===== config.mk =====
export PLATFORM = sky130hd
export DESIGN_NAME = mysoc_ram_copy_master
export DESIGN_NICKNAME = d
export VERILOG_FILES = /design/src/rtl/mysoc_ram_copy_master.sv
export SDC_FILE = /design/constraint.sdc
export NUM_CORES = 1
export LEC_CHECK = 0
export BUFFER_PORTS_ARGS = -buffer_cell sky130_fd_sc_hd__buf_2
export CORE_ASPECT_RATIO = 1.5
export CORE_UTILIZATION = 43
export CTS_CLUSTER_SIZE = 28
export DETAILED_ROUTE_END_ITERATION = 7
export PLACE_DENSITY = 0.76
export SLEW_MARGIN = 5
export SYNTH_ARGS = -nofsm -noshare
export SYNTH_HDL_FRONTEND = slang
export SYNTH_SLANG_ARGS = --single-unit

===== constraint.sdc =====
create_clock -name clk -period 4.5 [get_ports clk]
set_input_delay 0.45 -clock clk [delete_from_list [all_inputs] [get_ports clk]]
set_output_delay 0.45 -clock clk [all_outputs]
set_load 0.02 [all_outputs]

===== src/rtl/mysoc_ram_copy_master.sv =====
// Avalon-MM copy master: moves a block of 32-bit words from src to dst
// using single-word reads and writes, one read outstanding at a time.
module mysoc_ram_copy_master #(
    parameter int ADDR_W = 32,
    parameter int LEN_W  = 16,
    parameter int DATA_W = 32
) (
    input  logic                  clk,
    input  logic                  reset_n,
    input  logic                  start,
    input  logic [ADDR_W-1:0]     src_addr,
    input  logic [ADDR_W-1:0]     dst_addr,
    input  logic [LEN_W-1:0]      len,
    output logic                  busy,
    output logic                  done,
    output logic [LEN_W-1:0]      words_done,
    output logic [ADDR_W-1:0]     avm_address,
    output logic                  avm_read,
    output logic                  avm_write,
    output logic [DATA_W/8-1:0]   avm_byteenable,
    output logic [DATA_W-1:0]     avm_writedata,
    input  logic [DATA_W-1:0]     avm_readdata,
    input  logic                  avm_readdatavalid,
    input  logic                  avm_waitrequest
);

    typedef enum logic [2:0] {
        IDLE,
        RD_REQ,
        RD_WAIT,
        WR_REQ,
        DONE
    } state_t;

    localparam logic [ADDR_W-1:0] ALIGN_MASK = ~ADDR_W'(3);
    localparam logic [ADDR_W-1:0] WORD_BYTES = ADDR_W'(4);

    state_t              state;
    state_t              state_nxt;
    logic [ADDR_W-1:0]   src;
    logic [ADDR_W-1:0]   src_nxt;
    logic [ADDR_W-1:0]   dst;
    logic [ADDR_W-1:0]   dst_nxt;
    logic [ADDR_W-1:0]   addr_nxt;
    logic [LEN_W-1:0]    rem;
    logic [LEN_W-1:0]    rem_nxt;
    logic [LEN_W-1:0]    words_nxt;
    logic [DATA_W-1:0]   wdata_nxt;

    assign avm_byteenable = '1;

    always_comb begin
        state_nxt = state;
        src_nxt   = src;
        dst_nxt   = dst;
        rem_nxt   = rem;
        words_nxt = words_done;
        addr_nxt  = avm_address;
        wdata_nxt = avm_writedata;
        unique case (state)
            IDLE: begin
                if (start) begin
                    src_nxt   = src_addr & ALIGN_MASK;
                    dst_nxt   = dst_addr & ALIGN_MASK;
                    rem_nxt   = len;
                    words_nxt = '0;
                    if (len == '0) begin
                        state_nxt = DONE;
                    end else begin
                        state_nxt = RD_REQ;
                        addr_nxt  = src_addr & ALIGN_MASK;
                    end
                end
            end
            RD_REQ: begin
                if (!avm_waitrequest) begin
                    state_nxt = RD_WAIT;
                end
            end
            RD_WAIT: begin
                if (avm_readdatavalid) begin
                    wdata_nxt = avm_readdata;
                    addr_nxt  = dst;
                    state_nxt = WR_REQ;
                end
            end
            WR_REQ: begin
                if (!avm_waitrequest) begin
                    words_nxt = words_done + LEN_W'(1);
                    src_nxt   = src + WORD_BYTES;
                    dst_nxt   = dst + WORD_BYTES;
                    rem_nxt   = rem - LEN_W'(1);
                    if (rem == LEN_W'(1)) begin
                        state_nxt = DONE;
                    end else begin
                        state_nxt = RD_REQ;
                        addr_nxt  = src + WORD_BYTES;
                    end
                end
            end
            DONE: begin
                state_nxt = IDLE;
            end
            default: begin
                state_nxt = IDLE;
            end
        endcase
    end

    // Bus outputs are decoded from the next state so they leave a flop
    // in the same cycle the state register enters the matching state.
    always_ff @(posedge clk or negedge reset_n) begin
        if (!reset_n) begin
            state         <= IDLE;
            src           <= '0;
            dst           <= '0;
            rem           <= '0;
            words_done    <= '0;
            avm_address   <= '0;
            avm_writedata <= '0;
            avm_read      <= 1'b0;
            avm_write     <= 1'b0;
            busy          <= 1'b0;
            done          <= 1'b0;
        end else begin
            state         <= state_nxt;
            src           <= src_nxt;
            dst           <= dst_nxt;
            rem           <= rem_nxt;
            words_done    <= words_nxt;
            avm_address   <= addr_nxt;
            avm_writedata <= wdata_nxt;
            avm_read      <= (state_nxt == RD_REQ);
            avm_write     <= (state_nxt == WR_REQ);
            busy          <= (state_nxt == RD_REQ) ||
                             (state_nxt == RD_WAIT) ||
                             (state_nxt == WR_REQ);
            done          <= (state_nxt == DONE);
        end
    end

endmodule


==> reports/metrics.csv <==
metric,value,unit
die area,22320,µm²
Vias/cell,6.072,
Worst-Skew Late Latency,0.43,ns
fillers,1964,
Hold Crit Class,input port to async pin,
DR WL/cell,19.01,µm
asr flop ratio synth,1.000,
nets,1329,
Non-Filler Instances,1490,
period utilisation layout,0.6088,
largest net degree at the start of global routing,83,
starting density of the core,0.4417,
TritonCTS clock tree,built,
Final WS setup,1.760,ns
Slew @ Worst Pin,0.8816,ns
Hold Fails Final Rpt,0,
Die Ht,182.5,µm
first-pass iteration count of the detailed router,5,
input/output buffers,196,
worst path arrival time,3.06,ns
register area share after synthesis,0.4341,
I/O pins,205,
drt total wl,28330,µm
Tot Pwr,8.015,mW
width of the chip,122.3,µm
area of the multi-input gates,4828,µm²
Worst Path Required,4.82,ns
GPL Wtd Cong,0.9133,
Final Slew Violations,0,
vias in the first global route,8799,
CP peak stage delay,0.81,ns
startpoint types,register,
Initial DRC Count,651,
Mapped Area,9339,µm²
DRC,0,
top-count cell post-synth,dfrtp_1,
setup TNS,0,ns
max-cap violation count,0,
Layout Skew,0.01023,ns
Yosys warning total,0,
peak supply drop,0.3107,mV
first-pass GRT wire length,45670,µm
post-CTS setup buffer count,0,
number of flops mapped to enable cells by yosys,0,
#FFs+latches synth,162,
PwrDens,718.4,nW/µm²
Place WS,1.794,ns
Cells after Synth,1058,
Worst slew margin,0.4068,
vias,9047,
Post-DRT Antenna Nets,0,
Pleak,4.816,nW
"Primary FF master, synth",dfrtp_1,
Post-synth top cells,"dfrtp_1, a21oi_1, o21ai_0",
area of the core,21150,µm²
Synth top area share,0.4341,
Cells after DPL,1456,
post_cts resized,0,
"area leader, netlist",dfrtp_1,
Max Clock Freq,0.3650,GHz
root buffer cell,clkbuf_16,
FF+latch area,4054,µm²
CTS buffer count,17,
Worst-path clk slew,0.07,ns
unrepaired setup endpoints after global routing,false,
clock tree buffer depth,2,
Finish-stage setup viols,0,
CTS Hold Bufs,0,
Detailed Place HPWL,20010,µm
CTS Sinks,162,
critical-path maximum fanout,19,
syn_area_per_cell,8.827,µm²
GRT Residual Overflow,0,
Critical-path top delay cell,or4_1,
CTS H-Tree Depth,4,
Yosys cell types,74,
Setup CP Type,register to register,
top post-synthesis cells by area,"dfrtp_1, a21oi_1, o21ai_0, mux2_2, nand2_1",
row count,65,
Global Route Usage Sum,0.2616,
outcome,finished clean,
share of cells above drive strength 1,0.2508,
area grow syn2layout,19.45,%
crit path cell chain,nand4_1 > or4_1 > nor3_1 > nor2_1 > o32a_1,
kind of end point of the critical path,register,
initial antenna violation count,2,
min cycle time layout,2.740,ns
area by class of cell:
cell class | count | area share
diodes | 2 | 0.0004486
clock buffers | 21 | 0.04217
clock inverters | 11 | 0.01795
inverters | 30 | 0.01009
multi-input cells | 780 | 0.4328
flip-flops and latches | 162 | 0.3634
well taps | 268 | 0.03006
repair buffers | 216 | 0.1031
registers in the layout, indices dropped and copies added, names as in the netlist:
| register | count |
|---|---|
| avm_writedata | 32 |
| avm_address | 31 |
| dst | 30 |
| src | 30 |
| rem | 16 |
| words_done | 16 |
| state | 3 |
| avm_read | 1 |
| avm_write | 1 |
| busy | 1 |
| done | 1 |
cell usage in the layout, fill, tap and decap left out, types with 7 or more instances in the layout:
| cell | Yosys | layout |
|---|---|---|
| a21oi_1 | 110 | 109 |
| a221o_1 | 12 | 12 |
| a22oi_1 | 10 | 10 |
| a31oi_1 | 29 | 29 |
| and2_1 | 11 | 11 |
| and3_1 | 22 | 22 |
| buf_2 | 7 | 195 |
| buf_4 | 5 | 19 |
| clkbuf_16 | 0 | 17 |
| dfrtp_1 | 162 | 162 |
| inv_1 | 30 | 30 |
| mux2_2 | 34 | 34 |
| mux2i_1 | 11 | 11 |
| nand2_1 | 85 | 84 |
| nand3_1 | 36 | 36 |
| nand4_1 | 26 | 26 |
| nor2_1 | 67 | 67 |
| nor3_1 | 32 | 32 |
| nor4_1 | 28 | 28 |
| o211ai_1 | 8 | 8 |
| o21a_1 | 7 | 7 |
| o21ai_0 | 98 | 98 |
| o311ai_0 | 9 | 9 |
| or3_1 | 11 | 11 |
| xnor2_1 | 17 | 17 |
| xor2_1 | 9 | 9 |
routing by layer:
layer	routed length (µm)	track usage	vias up	share of wire
li1	-	-	4210	-
met1	10830	0.3133	4336	0.38
met2	14010	0.4326	421	0.49
met3	2213	0.05656	80	0.078
met4	1284	0.1400	0	0.045
met5	0	0	-	0
logic make-up (layout without fill, tap and decap cells):
group,after synthesis,after routing,share of synthesized area
AOI/OAI and AO/OA,335,335,0.2204
xor gates and xnor gates,26,26,0.02438
adders and majority gates,5,5,0.006699
buffers and inverters,119,278,0.05413
DFF,162,162,0.4341
muxes,48,48,0.05761
other,1,6,0.0004015
and+or+nand+nor,362,362,0.2023
path summary, 6_finish.rpt:
| path | from | end | slack, ns | depth (start not counted) |
|---|---|---|---|---|
| min in group clk | src_addr[7] | src[7] | 0.22 | 3 |
| worst min register to register | avm_address[28] | avm_address[28] | 0.50 | 1 |
| worst max-delay path | src[4] | avm_address[31] | 1.76 | 5 |
| max in group asynchronous | reset_n | avm_writedata[24] | 3.50 | 2 |
| worst max register to register | src[4] | avm_address[31] | 1.76 | 5 |
| worst min-delay path | reset_n | dst[19] | 0.07 | 1 |
critical path, delay by kind of cell, from the launching register on:
| kind | cells | cell delay (ns) |
|---|---|---|
| AND/OR/NAND/NOR | 4 | 1.77 |
| flip-flops | 1 | 0.50 |
| AO/OA/AOI/OAI | 1 | 0.35 |
report_power, final:
| group | internal (mW) | leakage, nW | switching (mW) | total, mW |
|---|---|---|---|---|
| sequential | 2.12 | 1.98 | 0.646 | 2.76 |
| combinational | 1.38 | 2.52 | 2.22 | 3.60 |
| clock | 1.03 | 0.320 | 0.618 | 1.65 |
| total | 4.53 | 4.82 | 3.48 | 8.01 |
per-stage QoR:
| stage | hold WS [ns] | util | instance area, µm² |
|---|---|---|---|
| floorplan | 0.1544 | - | 9350 |
| global placement | 0.4826 | 0.4956 | 10480 |
| detailed placement | 0.4860 | 0.4956 | 10480 |
| CTS | 0.09328 | 0.5273 | 11150 |
| global route | 0.1281 | 0.5275 | 11150 |
| finish | 0.06831 | 0.5276 | 11160 |
No activity file was read; power rests on OpenSTA's default activity.
